[src/rtl/axis_pps_timer_pkg.sv]
// Shared definitions for the PPS timestamp block.
// Holds the tdata field offsets, the tdata width check and the arming state type.
package axis_pps_timer_pkg;

  // Cycle count always occupies the low bits of tdata.
  localparam int unsigned CYC_LSB = 0;

  // Seconds field sits directly above the cycle count.
  function automatic int unsigned sec_lsb(input int unsigned cntr_w);
    return cntr_w;
  endfunction

  // Synthetic flag sits directly above the seconds field.
  function automatic int unsigned syn_bit(input int unsigned cntr_w, input int unsigned sec_w);
    return cntr_w + sec_w;
  endfunction

  // Dropped flag sits directly above the synthetic flag.
  function automatic int unsigned drop_bit(input int unsigned cntr_w, input int unsigned sec_w);
    return cntr_w + sec_w + 1;
  endfunction

  // tdata must hold cycles, seconds and both flag bits.
  function automatic bit tdata_width_ok(input int unsigned tdata_w, input int unsigned cntr_w,
                                        input int unsigned sec_w);
    return tdata_w >= (cntr_w + sec_w + 2);
  endfunction

  typedef enum logic {
    ST_IDLE  = 1'b0,
    ST_ARMED = 1'b1
  } pps_state_t;

endpackage

[src/rtl/pps_edge_sync.sv]
// 3-stage synchroniser for an asynchronous PPS pin with a rising-edge pulse.
// Ports:
//   aclk, aresetn  clock and synchronous active-low reset
//   i_pps          asynchronous PPS input
//   o_rise_c       one-cycle pulse when the synchronised PPS rises (combinational from stages)
module pps_edge_sync (
  input  logic aclk,
  input  logic aresetn,
  input  logic i_pps,
  output logic o_rise_c
);

  logic [2:0] r_sync;

  // Stage 0 absorbs metastability; stages 1 and 2 form the edge detector.
  always_ff @(posedge aclk) begin
    if (!aresetn) begin
      r_sync <= '0;
    end else begin
      r_sync <= {r_sync[1:0], i_pps};
    end
  end

  assign o_rise_c = r_sync[1] & ~r_sync[2];

endmodule

[src/rtl/axis_pps_timer.sv]
// Timestamps a 1PPS input against aclk and emits one AXI-Stream word per tick:
// {zero pad, dropped, synthetic, seconds, cycles}.
// Ports:
//   aclk, aresetn   clock and synchronous active-low reset
//   pps_data        asynchronous PPS input
//   cfg_min         minimum accepted period in cycles (0 disables glitch rejection)
//   cfg_timeout     holdover period in cycles (0 disables synthetic ticks)
//   m_axis_*        single-entry registered AXI-Stream master
//   sts_locked      armed and the last tick came from a real PPS edge
module axis_pps_timer
  import axis_pps_timer_pkg::*;
#(
  parameter int unsigned AXIS_TDATA_WIDTH = 64,
  parameter int unsigned CNTR_WIDTH       = 30,
  parameter int unsigned SEC_WIDTH        = 32
) (
  input  logic                        aclk,
  input  logic                        aresetn,
  input  logic                        pps_data,
  input  logic [CNTR_WIDTH-1:0]       cfg_min,
  input  logic [CNTR_WIDTH-1:0]       cfg_timeout,
  output logic [AXIS_TDATA_WIDTH-1:0] m_axis_tdata,
  output logic                        m_axis_tvalid,
  input  logic                        m_axis_tready,
  output logic                        sts_locked
);

  localparam int unsigned SEC_LSB  = sec_lsb(CNTR_WIDTH);
  localparam int unsigned SYN_BIT  = syn_bit(CNTR_WIDTH, SEC_WIDTH);
  localparam int unsigned DROP_BIT = drop_bit(CNTR_WIDTH, SEC_WIDTH);

  if (!tdata_width_ok(AXIS_TDATA_WIDTH, CNTR_WIDTH, SEC_WIDTH)) begin : g_width_check
    $error("axis_pps_timer: AXIS_TDATA_WIDTH too small for CNTR_WIDTH+SEC_WIDTH+2");
  end

  pps_state_t                  r_state;
  pps_state_t                  w_state_nxt;
  logic                        w_edge;
  logic                        w_arm;
  logic                        w_real;
  logic                        w_syn;
  logic                        w_tick;
  logic                        w_load;
  logic [CNTR_WIDTH-1:0]       r_cnt;
  logic [CNTR_WIDTH-1:0]       w_period;
  logic [SEC_WIDTH-1:0]        r_sec;
  logic [SEC_WIDTH-1:0]        w_sec_nxt;
  logic                        r_dropped;
  logic                        r_locked;
  logic                        r_tvalid;
  logic [AXIS_TDATA_WIDTH-1:0] r_tdata;
  logic [AXIS_TDATA_WIDTH-1:0] w_word;

  pps_edge_sync u_edge_sync (
    .aclk     (aclk),
    .aresetn  (aresetn),
    .i_pps    (pps_data),
    .o_rise_c (w_edge)
  );

  // Period of the current second, saturating with the counter.
  assign w_period  = (r_cnt == '1) ? r_cnt : r_cnt + CNTR_WIDTH'(1);
  assign w_sec_nxt = r_sec + SEC_WIDTH'(1);
  assign w_tick    = w_real | w_syn;
  // The output register accepts a new word when empty or draining this cycle.
  assign w_load    = w_tick & (~r_tvalid | m_axis_tready);

  // Arming state register.
  always_ff @(posedge aclk) begin
    if (!aresetn) begin
      r_state <= ST_IDLE;
    end else begin
      r_state <= w_state_nxt;
    end
  end

  // Arming and tick classification; a real edge always wins over the timeout.
  always_comb begin
    w_state_nxt = r_state;
    w_arm       = 1'b0;
    w_real      = 1'b0;
    w_syn       = 1'b0;
    case (r_state)
      ST_IDLE: begin
        if (w_edge) begin
          w_state_nxt = ST_ARMED;
          w_arm       = 1'b1;
        end
      end
      ST_ARMED: begin
        w_real = w_edge & ((cfg_min == '0) | (w_period >= cfg_min));
        w_syn  = ~w_real & (cfg_timeout != '0) & (w_period == cfg_timeout);
      end
      default: w_state_nxt = ST_IDLE;
    endcase
  end

  // Per-second cycle counter; rejected edges leave it running.
  always_ff @(posedge aclk) begin
    if (!aresetn) begin
      r_cnt <= '0;
    end else if (w_arm || w_tick) begin
      r_cnt <= '0;
    end else if (r_cnt != '1) begin
      r_cnt <= r_cnt + CNTR_WIDTH'(1);
    end
  end

  // Seconds and lock status advance on every tick, even when the word is dropped.
  always_ff @(posedge aclk) begin
    if (!aresetn) begin
      r_sec    <= '0;
      r_locked <= 1'b0;
    end else if (w_arm) begin
      r_sec    <= '0;
      r_locked <= 1'b0;
    end else if (w_tick) begin
      r_sec    <= w_sec_nxt;
      r_locked <= ~w_syn;
    end
  end

  // Assemble the outgoing word; pad bits stay zero.
  always_comb begin
    w_word                          = '0;
    w_word[CYC_LSB +: CNTR_WIDTH]   = w_period;
    w_word[SEC_LSB +: SEC_WIDTH]    = w_sec_nxt;
    w_word[SYN_BIT]                 = w_syn;
    w_word[DROP_BIT]                = r_dropped;
  end

  // Single-entry output register with sticky drop flag; loading a word reports and clears it.
  always_ff @(posedge aclk) begin
    if (!aresetn) begin
      r_tvalid  <= 1'b0;
      r_tdata   <= '0;
      r_dropped <= 1'b0;
    end else if (w_load) begin
      r_tvalid  <= 1'b1;
      r_tdata   <= w_word;
      r_dropped <= 1'b0;
    end else begin
      if (m_axis_tready) begin
        r_tvalid <= 1'b0;
      end
      if (w_tick) begin
        r_dropped <= 1'b1;
      end
    end
  end

  assign m_axis_tvalid = r_tvalid;
  assign m_axis_tdata  = r_tdata;
  assign sts_locked    = r_locked;

endmodule

[config.mk]
export PLATFORM = sky130hd
export DESIGN_NAME = axis_pps_timer
export DESIGN_NICKNAME = d
export VERILOG_FILES = /design/src/rtl/axis_pps_timer_pkg.sv /design/src/rtl/pps_edge_sync.sv /design/src/rtl/axis_pps_timer.sv
export SDC_FILE = /design/constraint.sdc
export NUM_CORES = 1
export LEC_CHECK = 0
export ABC_AREA = 1
export BUFFER_PORTS_ARGS = -buffer_cell sky130_fd_sc_hd__buf_4
export CORE_MARGIN = 5
export CORE_UTILIZATION = 40
export DETAILED_ROUTE_END_ITERATION = 16
export PLACE_DENSITY = 0.61
export SLEW_MARGIN = 20
export SYNTH_ARGS = -nofsm -noshare
export SYNTH_HDL_FRONTEND = slang
export SYNTH_HIERARCHICAL = 1
export SYNTH_SLANG_ARGS = --single-unit
[constraint.sdc]
create_clock -name aclk -period 4.2 [get_ports aclk]
set_input_delay 0.21 -clock aclk [delete_from_list [all_inputs] [get_ports aclk]]
set_output_delay 0.21 -clock aclk [all_outputs]
set_load 0.02 [all_outputs]
==> results of run 1 <==
## tightest hold or removal path, stage by stage
cell and delay, ns:
buf_4 0.08, nor2_1 0.06, o21ai_0 0.21, inv_1 0.05
## synth_stat cells
cell	n	share of area, %
nor2_8	1	0.26
dfxtp_1	133	35
and3_1	1	0.081
inv_2	2	0.098
a21o_1	1	0.098
nand3_1	123	8.0
xnor2_1	8	0.91
buf_1	7	0.34
o21bai_1	3	0.29
nand3_2	1	0.13
nor3b_1	1	0.098
nand2_4	2	0.29
o21ai_0	22	1.4
nand2_1	340	17
clkbuf_2	2	0.13
nor3_1	16	1.0
a31oi_1	1	0.081
xor2_1	32	3.6
buf_6	7	1.0
o21ai_1	54	3.5
nand2_2	6	0.49
nor2_1	154	7.5
buf_2	14	0.91
nand4_1	22	1.8
nand3b_1	1	0.098
and2_1	1	0.081
nor2_2	5	0.41
clkbuf_1	7	0.34
nor4_1	1	0.081
a21oi_1	14	0.91
nor2_4	2	0.29
ha_1	32	5.2
inv_1	191	9.3
## cell families after synthesis
group           Yosys count
flops                   133
xor+xnor                 40
compound gates           95
simple gates            677
buf+inv                 230
fa+ha+maj                32
## power groups by stage
stage	clock network, mW	registers, mW	logic, mW
floorplan	0	1.30	0.0950
global placement	0	1.30	0.183
detailed placement	0	1.30	0.184
CTS	1.53	1.27	0.185
global route	1.59	1.27	0.212
finish	1.50	1.27	0.186
## metal layers
metal	vias up	GRT usage [%]	share of wire [%]
met2	198	32.0	45
met1	3363	28.8	48
met5	-	0	0
li1	4006	-	-
met3	21	3.68	5.1
met4	0	5.40	1.3
## state kept, by name (all words and copies together) (netlist names)
signal / cells
u_edge_sync/r_sync: 3
m_axis_tdata: 64
m_axis_tvalid: 1
r_dropped: 1
r_sec: 32
r_cnt: 30
sts_locked: 1
r_state: 1
## per-stage QoR
step | instance area [um^2] | util [%] | hold WS, ns
2_1_floorplan | 7700 | - | 0.303
3_3_place_gp | 8900 | 47.3 | 0.397
3_5_place_dp | 8900 | 47.3 | 0.408
4_1_cts | 9510 | 50.5 | 0.239
5_1_grt | 9540 | 50.7 | 0.231
6_report | 9540 | 50.7 | 0.229
## final cells by class
type	instances	share of cell area (%)
clock buffer	17	4.46
clock inverter	15	1.81
inverter	193	7.63
multi-input combinational	844	43.2
sequential	133	27.9
tap	260	3.41
timing repair buffer	142	11.5
## what timing repair did
item                                    4_1_cts  5_1_grt
hold buffers                                  1        0
gates resized for setup                       0       10
endpoints found under the setup margin        0      126
hold endpoints to repair                      1        0
## final timing paths
kind                           endpoint  depth (start not counted)
hold / removal            m_axis_tvalid                          4
setup reg to reg       m_axis_tdata[36]                         27
setup / recovery       m_axis_tdata[36]                         27
hold reg to reg   u_edge_sync/r_sync[2]                          2
==> flow_metrics.env, run 1 <==
export IMPL_fmax_ghz=0.266
export IMPL_p_switching_mw=0.756
export IMPL_post_cts_setup_buffers=0
export IMPL_num_antenna_cells=0
export IMPL_rows=50
export IMPL_synthMuxAreaShare_pct=0
export IMPL_min_from="m_axis_tready"
export IMPL_grt_overflow=0
export IMPL_cts_root_buf="clkbuf_16"
export IMPL_wire_per_inst_um=13.9
export IMPL_cts_htree_levels=4
export IMPL_register_area_mm2=0.00266
export IMPL_firstDrtPassIters=6
export IMPL_finalNetCount=1427
export IMPL_synthesis_nets=1303
export IMPL_startpoint_type="register"
export IMPL_hp_class="primary input to register"
export IMPL_crit_start="r_cnt[0]"
export IMPL_rsz0062_at_grt="false"
export IMPL_critical_path_top_delay_family="simple AND/OR/NAND/NOR gates"
export IMPL_synth_fa_ha_area_share_pct=5.20
export IMPL_ys_seq_area_share_pct=34.6
export IMPL_max_vdd_ir_drop_mv=0.308
export IMPL_cts_buffers=17
export IMPL_yosys_warnings=6
export IMPL_antenna_left=0
export IMPL_dieArea_mm2=0.0221
export IMPL_power_mw=2.96
export IMPL_synth_seq_cells=133
export IMPL_grt_pass1_wl_um=36200
export IMPL_fill_cells=1970
export IMPL_drt_iter0_drc=524
export IMPL_critPathRequiredTime_ns=4.55
export IMPL_synth_distinct_cells=33
export IMPL_combPwrFrac_pct=6.3
export IMPL_synth_xor_xnor_area_share_pct=4.55
export IMPL_final_common_cell="nand2_1"
export IMPL_syn_area_per_cell_um2=6.38
export IMPL_criticalPathCategory="register to register"
export IMPL_globalplace_congestion=0.936
export IMPL_syn_cell_area_mm2=0.00770
export IMPL_status="completed"
export IMPL_cellInternalPower_mw=2.20
export IMPL_synth_simple_area_share_pct=37.2
export IMPL_finalNonFillerCells=1604
export IMPL_r2r_slack_ns=0.44
export IMPL_initial_core_util_pct=40.9
export IMPL_dp_slack_ns=0.262
export IMPL_clock_path_buffers=2
export IMPL_grt_pass1_vias=7041
export IMPL_netlist_instances=1207
export IMPL_fin_tns_setup_ns=0
export IMPL_die_h_um=149
export IMPL_relSlewSlack_pct=49.5
export IMPL_finalCritPeriodShare_pct=89.6
export IMPL_cts_clk_slew_worst_paths_ns=0.07
export IMPL_layout_drive_gt1_share_pct=14.7
export IMPL_synth_compound_area_share_pct=6.32
export IMPL_multi_input_area_mm2=0.00413
export IMPL_critPathMaxStageDelay_ns=0.38
export IMPL_grt_max_degree=74
export IMPL_ios=130
export IMPL_area_delta_synth_final_pct=23.9
export IMPL_finalHoldViolations=0
export IMPL_io_buffers=129
export IMPL_power_leakage_nw=4.59
export IMPL_crit_slowest_cell="dfxtp_1"
export IMPL_drv_slew=0
export IMPL_final_cell_mix="nand2_1, inv_1, nor2_1"
export IMPL_place_hpwl_um=17500
export IMPL_worst_slew_pin_slew_ns=0.757
export IMPL_dp_cells=1571
export IMPL_dr_total_vias=7588
export IMPL_setup_viol=0
export IMPL_skew_ns=0.0122
export IMPL_core_area_mm2=0.0188
export IMPL_worstReg2RegStart="r_cnt[0]"
export IMPL_cpMostUsedCell="nand2_1"
export IMPL_viasPerCell=4.73
export IMPL_fp_dieW_um=149
export IMPL_wl_um=22300
export IMPL_endpoint_kind="register"
export IMPL_power_frac_seq_pct=42.9
export IMPL_critPathBufInv=4
export IMPL_p_clk_share_pct=50.8
export IMPL_p_per_area_mw_per_mm2=310
export IMPL_cts_tree="yes"
export IMPL_clkSinkCount=133
export IMPL_gr_usage_all_layers_pct=20.3
export IMPL_antenna_found_initial=0
export IMPL_synth_top_family_by_area="simple AND/OR/NAND/NOR gates"
export IMPL_swShare_pct=25.6
export IMPL_final_setup_worst_slack_ns=0.436
export IMPL_post_route_min_period_ns=3.76
export IMPL_clk_latency_ns=0.42
export IMPL_crit_path_max_fanout=33
export IMPL_cap_violations=0
export IMPL_drc=0
export IMPL_cp_data_arrival_time_ns=4.11
Note: power is estimated with default switching activity, not from simulation.
==> inputs of run 2 (changes only) <==
==> constraint.sdc (replaced) <==
create_clock -name aclk -period 4.2 [get_ports aclk]
set_input_delay 0.42 -clock aclk [delete_from_list [all_inputs] [get_ports aclk]]
set_output_delay 0.42 -clock aclk [all_outputs]
set_load 0.02 [all_outputs]
==> run 2 against run 1 <==
Net effect: sequential power barely moved; total power hardly changed; critical endpoint unchanged; largest cell class unchanged; count of clock-buffer cells in the layout is the same.
==> flow_metrics.env, run 2 (synthesis results as in run 1) <==
export IMPL_final_util_pct=50.6
export IMPL_largest_reg_flops=64
export IMPL_place_hpwl_um=17500
export IMPL_fin_tns_setup_ns=0
export IMPL_wl_um=22200
export IMPL_num_antenna_cells=0
export IMPL_endpoint_kind="register"
export IMPL_p_per_area_mw_per_mm2=310
export IMPL_cts_tree="yes"
export IMPL_fmax_ghz=0.266
export IMPL_critPathRequiredTime_ns=4.55
export IMPL_crit_path_max_fanout=33
export IMPL_cp_data_arrival_time_ns=4.11
export IMPL_grtUsageMet2_pct=32.0
export IMPL_antenna_left=0
export IMPL_core_area_mm2=0.0188
export IMPL_finalHoldViolations=0
export IMPL_cap_violations=0
export IMPL_cts_htree_levels=4
export IMPL_grt_pass1_wl_um=36100
export IMPL_dp_slack_ns=0.262
export IMPL_cts_hold_buf=0
export IMPL_skew_ns=0.0138
export IMPL_grt_max_degree=74
export IMPL_fp_dieW_um=149
export IMPL_gr_usage_all_layers_pct=20.3
export IMPL_clkSinkCount=133
export IMPL_use_met1_pct=28.8
export IMPL_setup_viol=0
export IMPL_min_delay_path_depth=3
export IMPL_power_leakage_nw=4.58
export IMPL_layout_drive_gt1_share_pct=14.7
export IMPL_firstDrtPassIters=6
export IMPL_startpoint_type="register"
export IMPL_critical_path_top_delay_family="simple AND/OR/NAND/NOR gates"
export IMPL_ios=130
export IMPL_clk_latency_ns=0.42
export IMPL_critPathBufInv=4
export IMPL_criticalPathCategory="register to register"
export IMPL_grt_met3_usage_pct=3.68
export IMPL_post_route_min_period_ns=3.75
export IMPL_drc=0
export IMPL_antenna_found_initial=0
export IMPL_grt_pass1_vias=7030
export IMPL_crit_start="r_cnt[0]"
export IMPL_initial_core_util_pct=40.9
export IMPL_rows=50
export IMPL_drv_slew=0
export IMPL_wire_per_inst_um=13.8
export IMPL_rsz0062_at_grt="false"
export IMPL_min_from="pps_data"
export IMPL_relSlewSlack_pct=49.9
export IMPL_worstReg2RegStart="r_cnt[0]"
export IMPL_grt_overflow=0
export IMPL_status="completed"
export IMPL_clock_path_buffers=2
export IMPL_drt_iter0_drc=523
export IMPL_globalplace_congestion=0.936
export IMPL_max_vdd_ir_drop_mv=0.309
export IMPL_final_cell_mix="nand2_1, inv_1, nor2_1"
export IMPL_critPathMaxStageDelay_ns=0.38
export IMPL_finalNetCount=1426
export IMPL_crit_slowest_cell="dfxtp_1"
export IMPL_finalCritPeriodShare_pct=89.3
export IMPL_worst_slew_pin_slew_ns=0.752
export IMPL_rr_worst_depth=27
export IMPL_cts_clk_slew_worst_paths_ns=0.07
export IMPL_io_buffers=129
export IMPL_area_delta_synth_final_pct=23.8
export IMPL_final_common_cell="nand2_1"
export IMPL_dr_total_vias=7609
export IMPL_dieArea_mm2=0.0221
export IMPL_viasPerCell=4.75
export IMPL_final_setup_worst_slack_ns=0.447
export IMPL_grt_busiest_layer="met2"
export IMPL_cts_root_buf="clkbuf_16"
export IMPL_cp_depth=27
export IMPL_cpMostUsedCell="nand2_1"
export IMPL_cts_buffers=17
export IMPL_die_h_um=149
export IMPL_hp_class="primary input to register"
-- run 2: layout make-up --
cell class / instances / area [um^2]
Inverter: 193 / 728
Multi-Input combinational cell: 844 / 4130
Sequential cell: 133 / 2660
Tap cell: 260 / 325
Fill cell: 1971 / 9300
Clock buffer: 17 / 425
Timing Repair Buffer: 141 / 1090
Clock inverter: 15 / 173
-- run 2: tightest hold or removal path, cell delays in order --
cell and delay, ns:
buf_4 0.08, nand2_1 0.04, inv_1 0.05
-- run 2: what timing repair did --
item	in CTS	in global routing
buffers inserted	0	0
setup endpoints to repair	0	126
gates resized for setup	0	10
-- run 2: metal layers --
layer  vias to the layer above  routed length (um)
li1                       4008                   -
met1                      3385               10600
met2                       198               10100
met3                        18                1140
met4                         0                 283
met5                         -                   0
-- run 2: where the power goes --
part,switching (mW),leakage [nW],total [mW],internal (mW)
logic,0.105,3.21,0.185,0.0803
registers,0.00427,1.07,1.27,1.27
clock network,0.646,0.299,1.50,0.856
total,0.755,4.58,2.96,2.20
-- run 2: final timing paths --
kind	slack, ns	to
worst max-delay path	0.45	m_axis_tdata[36]
worst min-delay path	0.18	u_edge_sync/r_sync[0]
worst max register to register	0.45	m_axis_tdata[36]
worst min register to register	0.43	u_edge_sync/r_sync[2]
-- run 2: per-stage QoR --
step | cell area (um^2) | total power [mW] | cells | hold slack (ns)
4_1_cts | 9500 | 2.98 | 1603 | 0.177
5_1_grt | 9530 | 3.07 | 1603 | 0.209
2_1_floorplan | 7700 | 1.39 | 1207 | 0.390
3_5_place_dp | 8900 | 1.48 | 1571 | 0.419
3_3_place_gp | 8900 | 1.48 | 1571 | 0.412
6_report | 9530 | 2.96 | 1603 | 0.183
==> inputs of run 3 (changes only) <==
- ABC_AREA: 1 -> 0
- PLACE_DENSITY: 0.61 -> 0.63
- clock period: 4.2 -> 3.4 ns (I/O delays scaled with it)
==> run 3 against run 2 <==
Net effect: the run now ends with negative setup slack left; register-to-register slack worse by 1.8 ns; die area is 4.6% higher; sequential share of layout area is 7.7 points lower; critical path type unchanged; total power is 36% higher; via count is 21% higher; count of clock-buffer cells in the layout stayed put; routed wire length is 45% higher; sequential power is 24% higher; cell area is 39% higher; cell count is 3.4% higher.
==> flow_metrics.env, run 3 <==
export IMPL_io_buffers=129
export IMPL_wire_per_inst_um=19.4
export IMPL_syn_area_per_cell_um2=7.88
export IMPL_startpoint_type="register"
export IMPL_cts_clk_slew_worst_paths_ns=0.06
export IMPL_synth_area_leaders="dfxtp_1, a211oi_1, nor2_1, ha_1, xnor2_1"
export IMPL_synth_flop_cell="dfxtp_1"
export IMPL_core_area_mm2=0.0200
export IMPL_failed_checks="negative setup slack"
export IMPL_fill_cells=1684
export IMPL_synthArstFlopShare_pct=0
export IMPL_relSlewSlack_pct=46.6
export IMPL_final_cell_mix="buf_4, dfxtp_1, nor2_1"
export IMPL_yosysTopAreaCell="dfxtp_1"
export IMPL_setup_viol=129
export IMPL_min_delay_path_depth=2
export IMPL_antenna_found_initial=0
export IMPL_final_area_mm2=0.0132
export IMPL_r2r_slack_ns=-1.33
export IMPL_clock_path_buffers=2
export IMPL_area_delta_synth_final_pct=63.7
export IMPL_dpl_cell_area_mm2=0.0110
export IMPL_ios=130
export IMPL_firstDrtPassIters=5
export IMPL_cts_tree="yes"
export IMPL_fp_dieW_um=152
export IMPL_dp_slack_ns=-1.49
export IMPL_synth_distinct_cells=69
export IMPL_hp_class="primary input to register"
export IMPL_antenna_left=0
export IMPL_final_common_cell="buf_4"
export IMPL_crit_chain="ha_1, buf_4, nand4_1, buf_4, nor4_4, buf_4, o211ai_1, nor2_1, xnor2_2, inv_1, ha_1, a21o_1, a21o_1, a21oi_2, nor2_1, o31ai_2, nand4_1, or4_4, o31a_4, buf_6, buf_6, or3b_4, a21oi_2"
export IMPL_synthesis_nets=1121
export IMPL_criticalPathCategory="register to register"
export IMPL_critical_path_top_delay_family="simple AND/OR/NAND/NOR gates"
export IMPL_globalplace_congestion=1.02
export IMPL_clkSinkCount=133
export IMPL_fmax_ghz=0.212
export IMPL_synth_common_cells="dfxtp_1, nor2_1, nand2_1, inv_1, a211oi_1"
export IMPL_syn_cell_area_mm2=0.00808
export IMPL_finalNetCount=1471
export IMPL_drc=0
export IMPL_cpMostUsedCell="buf_4"
export IMPL_synth_seq_cells=133
export IMPL_crit_slowest_cell="or4_4"
export IMPL_min_from="pps_data"
export IMPL_grt_pass1_wl_um=48200
export IMPL_cap_violations=0
export IMPL_cts_htree_levels=4
export IMPL_skew_ns=0.00846
export IMPL_worst_slew_pin_slew_ns=0.794
export IMPL_cts_root_buf="clkbuf_16"
export IMPL_clk_latency_ns=0.42
export IMPL_ys_seq_area_share_pct=33.0
export IMPL_status="finished with violations"
export IMPL_grt_max_degree=51
export IMPL_gr_usage_all_layers_pct=25.7
export IMPL_finalHoldViolations=0
export IMPL_worstReg2RegStart="r_cnt[1]"
export IMPL_drt_iter0_drc=628
export IMPL_num_antenna_cells=0
export IMPL_endpoint_kind="register"
export IMPL_die_h_um=152
export IMPL_rsz0062_at_grt="true"
export IMPL_critPathMaxStageDelay_ns=0.53
export IMPL_hold_path_end="u_edge_sync/r_sync[0]"
export IMPL_finalCritPeriodShare_pct=139
export IMPL_netlist_instances=1025
export IMPL_max_vdd_ir_drop_mv=0.314
export IMPL_layout_drive_gt1_share_pct=45.7
export IMPL_synth_top_area_share_pct=33.0
export IMPL_rows=52
export IMPL_r2r_end="r_sec[28]"
export IMPL_fin_tns_setup_ns=-151.34
export IMPL_grt_overflow=0
export IMPL_power_leakage_nw=5.54
export IMPL_cp_data_arrival_time_ns=5.08
export IMPL_final_setup_worst_slack_ns=-1.33
export IMPL_rr_worst_depth=23
export IMPL_initial_core_util_pct=40.3
export IMPL_critPathBufInv=6
export IMPL_post_route_min_period_ns=4.73
export IMPL_p_per_area_mw_per_mm2=304
export IMPL_dr_total_vias=9198
export IMPL_yosys_warnings=6
export IMPL_wl_um=32100
export IMPL_cts_hold_buf=0
export IMPL_power_mw=4.03
export IMPL_synth_edf_count=0
export IMPL_grt_pass1_vias=8859
export IMPL_place_hpwl_um=23300
export IMPL_critPathRequiredTime_ns=3.76
export IMPL_crit_path_max_fanout=7
export IMPL_viasPerCell=5.55
export IMPL_dieArea_mm2=0.0231
export IMPL_largest_reg_flops=64
export IMPL_hold_slack_ns=0.122
export IMPL_yosysMostFrequentCell="dfxtp_1"
export IMPL_cts_buffers=17
export IMPL_drv_slew=0
==> run 3: stage by stage <==
step | util [%] | cells
final | 66.0 | 1657
after detailed placement | 55.0 | 1568
after global routing | 66.0 | 1657
after CTS | 60.8 | 1621
after floorplan | - | 1025
after global placement | 55.0 | 1568
==> run 3: how the worst max path moves through the flow <==
stage / cells past startpoint / end / from / slack [ns]
after floorplan: 22 / r_sec[26] / r_cnt[26] / -1.50
after global placement: 17 / r_sec[7] / r_cnt[7] / -1.53
after detailed placement: 17 / r_sec[7] / r_cnt[7] / -1.49
after CTS: 20 / r_sec[31] / r_cnt[28] / -1.24
after global routing: 23 / m_axis_tdata[14] / r_cnt[1] / -1.58
final: 23 / r_sec[28] / r_cnt[1] / -1.33
==> run 3: timing repair <==
action | CTS | global route
gates cloned | 3 | 8
endpoints found under the hold margin | 0 | 0
setup buffers | 19 | 31
resized for setup | 65 | 154
pin swaps | 48 | 72
endpoints found under the setup margin | 129 | 129
==> run 3: cells by family after synthesis <==
kind of cell,Yosys count,share of synthesized area [%]
multiplexers,6,0.805
AND/OR/NAND/NOR,432,28.8
buffers and inverters,124,6.18
flip-flops,133,33.0
XOR/XNOR,76,8.33
adder cells (fa/ha/maj),32,4.96
AO/OA/AOI/OAI,222,18.0
==> run 3: report_power, final <==
part | total, mW | leakage [nW] | switching [mW] | internal [mW]
Clock | 2.12 | 0.330 | 0.736 | 1.38
Combinational | 0.337 | 4.13 | 0.182 | 0.155
Sequential | 1.57 | 1.08 | 0.00482 | 1.56
Total | 4.03 | 5.54 | 0.924 | 3.10
==> run 3: layer usage <==
| metal | track usage [%] | vias up | wire, um |
|---|---|---|---|
| li1 | - | 4403 | - |
| met5 | 0 | - | 0 |
| met4 | 8.73 | 0 | 1090 |
| met2 | 44.3 | 330 | 15700 |
| met1 | 32.2 | 4395 | 13400 |
| met3 | 4.86 | 70 | 1940 |
==> run 3: cell type report <==
class	count	area, um^2	share of cell area [%]
timing repair buffer	392	3420	25.9
clock inverter	14	249	1.88
sequential	133	2680	20.2
inverter	63	236	1.79
multi-input combinational	768	5880	44.5
clock buffer	17	425	3.22
tap	270	338	2.55
